[src/rtl/tlul_arb_pkg.sv]
// Shared types and limits for the two-host TL-UL arbiter.
package tlul_arb_pkg;

  // Host identifier: 0 = IFU (h0), 1 = LSU (h1).
  typedef logic host_id_t;

  localparam int NumHosts = 2;
  localparam int DepthMin = 2;
  localparam int DepthMax = 16;
  // Wide enough to hold a count equal to DepthMax.
  localparam int CntW     = $clog2(DepthMax + 1);

  localparam host_id_t HostH0 = 1'b0;
  localparam host_id_t HostH1 = 1'b1;

  // With two hosts the round-robin alternative is simply the other one.
  function automatic host_id_t other_host(input host_id_t id);
    return ~id;
  endfunction

endpackage

[src/rtl/tlul_pkg.sv]
// Minimal TL-UL channel structs shared by hosts, device and the arbiter.
package tlul_pkg;

  // Host-to-device: A channel request plus the D channel ready.
  typedef struct packed {
    logic        a_valid;
    logic [2:0]  a_opcode;
    logic [2:0]  a_param;
    logic [1:0]  a_size;
    logic [7:0]  a_source;
    logic [31:0] a_address;
    logic [3:0]  a_mask;
    logic [31:0] a_data;
    logic        d_ready;
  } tl_h2d_t;

  // Device-to-host: D channel response plus the A channel ready.
  typedef struct packed {
    logic        d_valid;
    logic [2:0]  d_opcode;
    logic [2:0]  d_param;
    logic [1:0]  d_size;
    logic [7:0]  d_source;
    logic        d_sink;
    logic [31:0] d_data;
    logic        d_error;
    logic        a_ready;
  } tl_d2h_t;

endpackage

[src/rtl/tlul_arb_idfifo.sv]
// In-order FIFO of host IDs, one entry per outstanding A-channel transaction.
// Pointers wrap at Depth, so non-power-of-two depths are handled.
module tlul_arb_idfifo
  import tlul_arb_pkg::*;
#(
  parameter int Depth = 4
) (
  input  logic            clk_i,
  input  logic            rst_i,
  input  logic            push_i,
  input  host_id_t        push_id_i,
  input  logic            pop_i,
  output logic            full_o,
  output logic            empty_o,
  output host_id_t        head_o,
  output logic [CntW-1:0] count_o
);

  localparam int PtrW = (Depth > 1) ? $clog2(Depth) : 1;

  host_id_t        mem [Depth];
  logic [PtrW-1:0] wr_ptr_reg;
  logic [PtrW-1:0] rd_ptr_reg;
  logic [CntW-1:0] count_reg;
  logic            push_eff;
  logic            pop_eff;

  assign full_o   = (count_reg == CntW'(Depth));
  assign empty_o  = (count_reg == '0);
  assign push_eff = push_i && !full_o;
  assign pop_eff  = pop_i && !empty_o;
  assign head_o   = mem[rd_ptr_reg];
  assign count_o  = count_reg;

  // Storage needs no reset: entries are only read while the count covers them.
  always_ff @(posedge clk_i) begin
    if (push_eff) begin
      mem[wr_ptr_reg] <= push_id_i;
    end
  end

  // Pointer and occupancy update; a simultaneous push and pop leaves the count alone.
  always_ff @(posedge clk_i or posedge rst_i) begin
    if (rst_i) begin
      wr_ptr_reg <= '0;
      rd_ptr_reg <= '0;
      count_reg  <= '0;
    end else begin
      if (push_eff) begin
        wr_ptr_reg <= (wr_ptr_reg == PtrW'(Depth - 1)) ? '0 : wr_ptr_reg + 1'b1;
      end
      if (pop_eff) begin
        rd_ptr_reg <= (rd_ptr_reg == PtrW'(Depth - 1)) ? '0 : rd_ptr_reg + 1'b1;
      end
      case ({push_eff, pop_eff})
        2'b10:   count_reg <= count_reg + 1'b1;
        2'b01:   count_reg <= count_reg - 1'b1;
        default: count_reg <= count_reg;
      endcase
    end
  end

endmodule

[src/rtl/tlul_host_arb.sv]
// Two-host TL-UL arbiter (IFU on h0, LSU on h1) onto one device port.
// A channel: round-robin grant, locked until the A handshake, zero added latency.
// D channel: responses routed in order via an ID FIFO; orphan beats are dropped
// and flagged on err_o.
// Optional: define TLUL_ARB_PERF_EN to add per-host saturating grant counters.
module tlul_host_arb
  import tlul_pkg::*;
  import tlul_arb_pkg::*;
#(
  parameter int Depth = 4
) (
  input  logic    clk_i,
  input  logic    rst_i,
  input  tl_h2d_t tl_h0_i,
  output tl_d2h_t tl_h0_o,
  input  tl_h2d_t tl_h1_i,
  output tl_d2h_t tl_h1_o,
  output tl_h2d_t tl_d_o,
  input  tl_d2h_t tl_d_i,
  output logic    busy_o,
  output logic    err_o
`ifdef TLUL_ARB_PERF_EN
  ,
  output logic [31:0] grant_cnt0_o,
  output logic [31:0] grant_cnt1_o
`endif
);

  // Out-of-range depths are clamped to the supported range.
  localparam int DepthEff = (Depth < DepthMin) ? DepthMin :
                            (Depth > DepthMax) ? DepthMax : Depth;

  tl_h2d_t host_req [NumHosts];

  logic            gnt_valid;
  host_id_t        gnt_id;
  logic            lock_reg;
  host_id_t        lock_id_reg;
  host_id_t        last_reg;
  logic            err_reg;
  logic            busy_reg;

  logic            fifo_full;
  logic            fifo_empty;
  host_id_t        head_id;
  logic [CntW-1:0] fifo_count;

  logic            a_hs;
  logic            pop;
  logic            orphan;
  logic            busy_next;

  logic [NumHosts-1:0] host_sel;
  logic [NumHosts-1:0] host_a_ready;
  logic [NumHosts-1:0] host_d_valid;

  assign host_req[0] = tl_h0_i;
  assign host_req[1] = tl_h1_i;

  // Grant selection: a held lock wins, then round-robin, then whichever host asks.
  always_comb begin
    gnt_valid = 1'b0;
    gnt_id    = HostH0;
    if (lock_reg) begin
      gnt_valid = 1'b1;
      gnt_id    = lock_id_reg;
    end else if (host_req[0].a_valid && host_req[1].a_valid) begin
      gnt_valid = 1'b1;
      gnt_id    = other_host(last_reg);
    end else if (host_req[0].a_valid) begin
      gnt_valid = 1'b1;
      gnt_id    = HostH0;
    end else if (host_req[1].a_valid) begin
      gnt_valid = 1'b1;
      gnt_id    = HostH1;
    end
  end

  // Per-host handshake steering: A ready to the granted host, D valid to the FIFO head.
  genvar gi;
  generate
    for (gi = 0; gi < NumHosts; gi++) begin : g_host
      assign host_sel[gi]     = gnt_valid && (gnt_id == host_id_t'(gi));
      assign host_a_ready[gi] = host_sel[gi] && tl_d_i.a_ready && !fifo_full;
      assign host_d_valid[gi] = tl_d_i.d_valid && !fifo_empty && (head_id == host_id_t'(gi));
    end
  endgenerate

  // Device-side A mux and D ready; an empty FIFO accepts (and drops) any D beat.
  always_comb begin
    tl_d_o         = host_req[gnt_id];
    tl_d_o.a_valid = gnt_valid && host_req[gnt_id].a_valid && !fifo_full;
    tl_d_o.d_ready = fifo_empty ? 1'b1 : host_req[head_id].d_ready;
  end

  // Host-side responses: D payload broadcast, valids and readies qualified per host.
  always_comb begin
    tl_h0_o         = tl_d_i;
    tl_h0_o.a_ready = host_a_ready[0];
    tl_h0_o.d_valid = host_d_valid[0];
    tl_h1_o         = tl_d_i;
    tl_h1_o.a_ready = host_a_ready[1];
    tl_h1_o.d_valid = host_d_valid[1];
  end

  assign a_hs   = tl_d_o.a_valid && tl_d_i.a_ready;
  assign pop    = tl_d_i.d_valid && !fifo_empty && host_req[head_id].d_ready;
  assign orphan = tl_d_i.d_valid && fifo_empty;

  // Next busy equals "FIFO will be non-empty"; push is already blocked when full.
  assign busy_next = a_hs || ((fifo_count != '0) && !(pop && (fifo_count == CntW'(1))));

  tlul_arb_idfifo #(
    .Depth (DepthEff)
  ) u_idfifo (
    .clk_i     (clk_i),
    .rst_i     (rst_i),
    .push_i    (a_hs),
    .push_id_i (gnt_id),
    .pop_i     (pop),
    .full_o    (fifo_full),
    .empty_o   (fifo_empty),
    .head_o    (head_id),
    .count_o   (fifo_count)
  );

  // Lock holds the grant while an offered request waits; the handshake releases it.
  always_ff @(posedge clk_i or posedge rst_i) begin
    if (rst_i) begin
      lock_reg    <= 1'b0;
      lock_id_reg <= HostH0;
      last_reg    <= HostH1;
    end else begin
      if (a_hs) begin
        lock_reg <= 1'b0;
        last_reg <= gnt_id;
      end else if (gnt_valid && host_req[gnt_id].a_valid) begin
        lock_reg    <= 1'b1;
        lock_id_reg <= gnt_id;
      end
    end
  end

  // Sticky orphan-response flag and registered busy indication.
  always_ff @(posedge clk_i or posedge rst_i) begin
    if (rst_i) begin
      err_reg  <= 1'b0;
      busy_reg <= 1'b0;
    end else begin
      if (orphan) begin
        err_reg <= 1'b1;
      end
      busy_reg <= busy_next;
    end
  end

  assign err_o  = err_reg;
  assign busy_o = busy_reg;

`ifdef TLUL_ARB_PERF_EN
  logic [NumHosts-1:0][31:0] grant_cnt_reg;

  // Count accepted A beats per host, holding at all-ones.
  always_ff @(posedge clk_i or posedge rst_i) begin
    if (rst_i) begin
      grant_cnt_reg <= '0;
    end else begin
      for (int i = 0; i < NumHosts; i++) begin
        if (a_hs && (gnt_id == host_id_t'(i)) && (grant_cnt_reg[i] != '1)) begin
          grant_cnt_reg[i] <= grant_cnt_reg[i] + 32'd1;
        end
      end
    end
  end

  assign grant_cnt0_o = grant_cnt_reg[0];
  assign grant_cnt1_o = grant_cnt_reg[1];
`endif

endmodule
[config.mk]
export PLATFORM = sky130hd
export DESIGN_NAME = tlul_host_arb
export DESIGN_NICKNAME = d
export VERILOG_FILES = /design/src/rtl/tlul_arb_pkg.sv /design/src/rtl/tlul_pkg.sv /design/src/rtl/tlul_arb_idfifo.sv /design/src/rtl/tlul_host_arb.sv
export SDC_FILE = /design/constraint.sdc
export NUM_CORES = 1
export LEC_CHECK = 0
export BUFFER_PORTS_ARGS = -buffer_cell sky130_fd_sc_hd__buf_2
export CORE_AREA = 2 2 164 166
export DETAILED_ROUTE_END_ITERATION = 12
export DIE_AREA = 0 0 166 168
export PLACE_DENSITY = 0.37
export SLEW_MARGIN = 25
export SYNTH_ARGS = -nofsm -noshare
export SYNTH_HDL_FRONTEND = slang
export SYNTH_SLANG_ARGS = --single-unit
[constraint.sdc]
create_clock -name clk_i -period 4.64 [get_ports clk_i]
set_clock_uncertainty 0.2 [all_clocks]
set_input_delay 0.464 -clock clk_i [delete_from_list [all_inputs] [get_ports clk_i]]
set_output_delay 0.464 -clock clk_i [all_outputs]
set_load 0.05 [all_outputs]
# Yosys cells after proc, flatten, opt, wreduce, memory -nomap -nowiden
# Memories as Yosys holds them, arrays and structs flattened.
# Cells that the tools add are included.
# totals
regBits	14
ram_bits	4
in_bits	226
out_inout_bits	192
word_cells	76
memories	1
# mem_list
memory	depth	word_bits	rd	rd_ports_with_merged_regs	wr	line	text
u_idfifo.mem	4	1	1	0	1	tlul_arb_idfifo.sv:21	host_id_t mem [Depth];
# op_classes
n_addsub	4
n_lt_le_gt_ge	2
n_eq_ne	6
muxes	21
bitwise	6
n_reduce_logical	28
# op_table
cell	count
2-to-1 mux 86 bit	3
logical AND 1 bit	19
2-to-1 mux 1 bit	15
one-hot mux 5 bit (2 select lines)	1
== test 2 bit (second input constant)	3
adder 5 x 1 -> 5 bit (second input constant)	1
== test 5 x 1 -> 1 bit (second input constant)	1
== test 5 x 3 -> 1 bit (second input constant)	1
logical NOT 5 bit	1
nonzero test 5 bit	1
subtractor 5 x 1 -> 5 bit (second input constant)	1
adder 2 x 1 -> 2 bit (second input constant)	2
>= comparator 2 bit (second input constant)	2
2-to-1 mux 2 bit	2
inverter 1 bit	4
inverter 1 -> 2 bit	2
nonzero test 2 bit	2
logical NOT 1 bit	3
== test 2 x 1 -> 1 bit (second input constant)	1
AND reduction 2 bit	1
logical OR 1 bit	1

# Logic depth before layout (Yosys ltp)
# Gate-level depths: netlist (run 1).
# depth
depth_word	14
mapped_depth	11
depth_no_buf	11

# By module
# A second synthesis (run 1) with hierarchy kept.
# hier_totals
hier_cells	302
area_unflattened_um2	2905.3
# modules_own_cells
mod	n_inst	cells_each	area_per_inst_um2
tlul_host_arb	1	227	2084.5
tlul_arb_idfifo	1	75	820.8

# Worst setup path after synthesis (run 1)
# No wires, ideal clock.
# synth_path
kind	input-to-output
start	input port tl_h0_i[85] (netlist bit)
end	output port tl_h1_o[0] (netlist bit)
arrival_ps	2250
required_time_ps	3976
path_slack_ps	1726
path_stages	5
n_path_buf	2
path_cell_list	a211oi_1 -> a21oi_1 -> buf_2 -> buf_2 -> nor3_1
# synth_lines
item	line	text
start, declared	tlul_host_arb.sv:14	input tl_h2d_t tl_h0_i,
end, declared	tlul_host_arb.sv:17	output tl_d2h_t tl_h1_o,

==> out/metrics.csv, run 1 <==
metric,value,unit
cts_resized,0,
start_kind,flip-flop,
maxSlewViolCount,0,
gr-total-overflow,0,
place_inst,787,
path_clk_slew,0.05,ns
netlist-cell-type-count,35,
antenna_found_initial,0,
max_freq,0.352,GHz
grt_usage,8.44,%
dieArea,27900,µm²
gp_congestion,0.734,
slowest_stage,dfstp_2,
ys_ff_latch,18,
crit_path_max_fanout,87,
async_flop_share,77.8,%
cp.buffers_inverters,2,
antennaDiodeCount,0,
insertion_delay,0.25,ns
cts_hold_buf,0,
syn_area,2770,µm²
cpLargestDelayFamily,buffers and inverters,
maxCapViolations,0,
power.leakage,0.00189,µW
arrival,2.17,ns
htree_levels,1,
drive_gt1_share,74.9,%
rsz0062_at_grt,no,
finalWirelength,13200,µm
ff_latch_area,472,µm²
cts_root_buf,clkbuf_16,
grt_max_degree,88,
syn_inst,287,
r2r_end,u_idfifo.count_o[4],
fp.coreArea,26400,µm²
period_needed,2.84,ns
finalSetupTns,0,ns
io_buffers,267,
cp_slowest_stage_delay,0.53,ns
ant_nets,0,
r2r_cells,8,
r2r_slack,1.98,ns
boundaryPins,418,
via_count,2505,
final.period_utilization,61.2,%
die_h,168,µm
cts_num_sinks,18,
hold_path.class,in2async,
post-place-ws,1.93,ns
fin_ws,1.80,ns
synth.area.top_cells,"buf_4 28%, mux2_2 24%, mux2_1 12%",
drt_iter0_drc,76,
route.detailed.drc,0,
synth-main-ff-cell,dfrtp_1,
relSlewSlack,62.2,%
peakVddDrop,0.281,mV
start_util,10.5,%
synth_top_area_share,27.7,%
cts-buffers-inserted,3,
ys_warn_count,0,
yosysMostFrequentCell,buf_4,
powerDensity,656,nW/µm²
vias_per_cell,3.17,
wl_per_cell,16.7,µm
worstReg2RegStart,u_idfifo.rd_ptr_reg[0],
total_power,2520,µW
syn_avg_cell_area,9.64,µm²
end_kind,output port,
setup_viol,0,
fin_util,14.6,%
synthesis.nets,523,
syn2layout_area_growth,38.8,%
synth_top_area_cell,buf_4,
setup.worst_path.class,reg2out,
nets,687,
cts_tree,built,
place_hpwl,11900,µm
first_pass_iters,5,
grt_pass1_vias,2470,
die_w,166,µm
fin_cells,791,
synth-seq-area-share,17.1,%
synth_edf_count,4,
cts_max_path_buffers,2,
hold_viol_final,0,
rows,60,
run_status,completed,
n_fill_cell,3000,
post_cts_buffers,0,
largest_register_ffs,5,
synthTopCellsByCount,"102 x buf_4, 59 x mux2_2, 30 x mux2_1",
grt_pass1_wl,17300,µm
multiInputGateArea,1470,µm²
critPathRequiredTime,3.98,ns
worstPathCellList,a211oi_1 -> a21oi_4 -> buf_12 -> mux2_2 -> buf_2,
worstMarginPinSlew,0.566,ns
==> per-layer routing <==
layer / wire length, µm / GRT usage, % / up-vias
li1: - / - / 1210
met3: 1890 / 4.98 / 27
met4: 217 / 1.97 / 0
met2: 6010 / 13.1 / 157
met5: 0 / 0 / -
met1: 5090 / 9.98 / 1111
==> placed cells by master, fill, tap and decap left out, types with 3 or more instances in the layout <==
| cell type | instances |
|---|---|
| and2_1 | 4 |
| buf_2 | 267 |
| clkbuf_16 | 3 |
| dfrtp_1 | 13 |
| edfxtp_1 | 4 |
| ha_1 | 10 |
| inv_1 | 8 |
| mux2_1 | 30 |
| mux2_2 | 59 |
| nand2_1 | 6 |
| nor2_1 | 8 |
| nor3_1 | 4 |
| o21ai_0 | 3 |
| xor2_1 | 3 |
==> cells by family (layout without fill, tap and decap cells) <==
| kind of cell | Yosys count | in the layout | share of synthesized area, % |
|---|---|---|---|
| xor+xnor | 5 | 5 | 1.58 |
| buf+inv | 118 | 281 | 30.2 |
| mux | 91 | 91 | 37.5 |
| simple gates | 33 | 33 | 6.42 |
| flops | 18 | 18 | 17.1 |
| compound gates | 12 | 12 | 2.71 |
| fa+ha+maj | 10 | 10 | 4.52 |
==> cell type report <==
class / count / share of cell area (%)
clock buffers: 3 / 1.96
clock inverters: 1 / 0.0978
inverters: 9 / 0.880
multi-input cells: 151 / 38.3
flip-flops and latches: 18 / 12.3
well taps: 341 / 11.1
repair buffers: 268 / 35.3
==> how the worst max path moves through the flow <==
stage                              startpoint                   to  cells after the start
final                                last_reg           tl_d_o[29]                      5
after global routing      u_idfifo.count_o[0]  u_idfifo.count_o[3]                     11
after CTS                            last_reg           tl_h0_o[0]                      6
after detailed placement          tl_h0_i[85]           tl_h0_o[0]                      7
after global placement            tl_h1_i[85]           tl_h0_o[0]                      8
after floorplan                   tl_h0_i[85]           tl_h1_o[0]                      5
==> per-stage QoR <==
step	cell area, µm²	hold slack (ns)
final	3840	0.0632
after global routing	3840	0.110
after CTS	3840	0.0979
after detailed placement	3760	0.257
after global placement	3760	0.267
after floorplan	2770	0.153
==> report_power, final <==
part	internal [µW]	switching [µW]	leakage, µW
Combinational	617	1430	0.00166
Clock	115	58.3	0.0000385
Sequential	232	70.3	0.000196
(Power assumes the default switching activity.)
==> run 2: changes to the inputs <==
Settings changed: ABC_AREA set to 1, CORE_AREA 2 2 164 166 to 2 2 161 163, DIE_AREA 0 0 166 168 to 0 0 163 165, PLACE_DENSITY 0.37 to 0.39.
Clock period 4.64 ns to 2.4 ns, I/O delays scaled along.
==> run 2 against run 1 <==
First-iteration DRC count down 16%. Critical path type unchanged. Largest power group unchanged. Sequential cell count did not move. Synthesized cell count grew 77%. Via count increased by 34%.
==> out/metrics.csv, run 2 <==
metric,value,unit
r2r_end,u_idfifo.count_o[4],
maxCapViolations,0,
rows,58,
async_flop_share,77.8,%
ant_nets,0,
synth_edf_count,4,
insertion_delay,0.25,ns
yosysMostFrequentCell,nand2_1,
synth-seq-area-share,16.4,%
hold_path.class,in2reg,
arrival,1.81,ns
via_count,3364,
dieArea,26900,µm²
path_clk_slew,0.05,ns
place_hpwl,10600,µm
maxSlewViolCount,0,
syn_area,2880,µm²
internal_power,1990,µW
final.period_utilization,93.7,%
max_freq,0.445,GHz
synth_top_area_cell,nand2_1,
worstReg2RegStart,lock_reg,
start_util,11.5,%
boundaryPins,418,
grt_usage,8.24,%
powerDensity,1510,nW/µm²
synthTopCellsByCount,"285 x nand2_1, 101 x buf_4, 27 x inv_1",
cts_root_buf,clkbuf_16,
synth_top_area_share,37.2,%
htree_levels,1,
route.detailed.drc,0,
gr-total-overflow,0,
ys_warn_count,0,
multiInputGateArea,1490,µm²
nets,913,
switching_share,67.8,%
finalSetupTns,0,ns
setup.worst_path.class,reg2out,
r2r_cells,13,
fp.coreArea,25000,µm²
ff_latch_area,472,µm²
gp_congestion,0.790,
switching_power,4190,µW
power_frac_comb,85.7,%
vias_per_cell,3.34,
synthesis.nets,744,
finalWirelength,12600,µm
first_pass_iters,4,
synth-main-ff-cell,dfrtp_1,
grt_pass1_vias,2984,
period_needed,2.25,ns
cts_num_sinks,18,
syn2layout_area_growth,42.5,%
netlist-cell-type-count,24,
r2r_slack,0.21,ns
run_status,completed,
drive_gt1_share,43.8,%
syn_avg_cell_area,5.66,µm²
grt_max_degree,59,
critPathRequiredTime,1.96,ns
mostFrequentLayoutCell,nand2_1,
cts_tree,built,
p_seq_share,8.8,%
start_kind,flip-flop,
pwr-share-clk,5.5,%
crit_path_max_fanout,26,
die_h,165,µm
grt_pass1_wl,17000,µm
syn_inst,508,
hold_end,last_reg,
fin_util,16.4,%
hold_viol_final,0,
worstHoldStart,tl_h1_i[85],
die_w,163,µm
relSlewSlack,59.7,%
n_fill_cell,2952,
ys_ff_latch,18,
startpoint,last_reg,
cts-buffers-inserted,3,
largest_register_ffs,5,
cts_max_path_buffers,2,
end_kind,output port,
power.leakage,0.00253,µW
wl_per_cell,12.5,µm
setup_viol,0,
peakVddDrop,0.623,mV
io_buffers,267,
final_cell_mix,"285 x nand2_1, 263 x buf_2, 26 x inv_1",
synth.area.top_cells,"nand2_1 37%, buf_4 26%, dfrtp_1 11%",
rsz0062_at_grt,no,
worstMarginPinSlew,0.604,ns
whs_path_depth,3,
drt_iter0_drc,64,
antenna_found_initial,1,
[run 2: how the worst max path moves through the flow]
stage	endpoint	cells after the start
2_1_floorplan	u_idfifo.count_o[4]	13
3_3_place_gp	u_idfifo.count_o[4]	12
3_5_place_dp	u_idfifo.count_o[4]	13
4_1_cts	tl_d_o[6]	7
5_1_grt	u_idfifo.count_o[4]	15
6_report	tl_d_o[57]	8
[run 2: critical path: stages (launching register included)]
cell,delay (ns)
dfstp_2,0.52
nand2_1,0.05
nand3_1,0.10
o21ai_4,0.11
inv_4,0.13
buf_12,0.19
nand2_1,0.07
nand2_1,0.13
clkbuf_4,0.26
[run 2: layout make-up]
cell class                 count  share of cell area [%]
tap                          330                    10.1
antenna                        1                  0.0610
clock buffer                   3                    1.83
inverter                      29                    2.72
clock inverter                 1                  0.0915
sequential                    18                    11.5
multi-input combinational    343                    36.3
timing repair buffer         282                    37.5
[run 2: logic make-up after synthesis]
family                     synth area share [%]
AOI/OAI and AO/OA                          2.52
buffers and inverters                      32.7
xor gates and xnor gates                   1.52
and+or+nand+nor                            42.5
DFF                                        16.4
adders and majority gates                  4.35
[run 2: metal layers]
| layer | part of all wire [%] | global-route usage (%) | up-vias |
|---|---|---|---|
| met5 | 0 | 0 | - |
| met4 | 0.67 | 1.49 | 0 |
| met3 | 11 | 3.19 | 10 |
| met2 | 51 | 14.8 | 224 |
| met1 | 37 | 9.37 | 1369 |
| li1 | - | - | 1761 |
[run 2: timing repair]
| item | CTS | global route |
|---|---|---|
| resized for setup | 1 | 15 |
| pin swaps | 0 | 1 |
| gates cloned | 0 | 1 |
| endpoints found under the setup margin | 3 | 48 |
| hold endpoints to repair | 13 | 0 |
| setup buffers | 0 | 1 |
| hold buffers | 1 | 0 |
[run 2: through the flow]
stage	power, µW	hold slack, ns	worst slack [ns]	instances	cell area, µm²
final	6180	0.0973	0.151	1007	4100
after global routing	6680	0.122	0.000721	1007	4100
after CTS	6110	0.0781	0.0159	1004	4020
after detailed placement	5740	0.161	0.168	999	3920
after global placement	5790	0.159	0.139	999	3920
after floorplan	4850	-0.0715	0.107	508	2880
[run 2: power by group through the flow]
stage	registers [µW]	clock network [µW]	logic, µW
floorplan	573	0	4280
global placement	554	0	5240
detailed placement	554	0	5190
CTS	549	354	5210
global route	567	371	5740
finish	545	339	5290
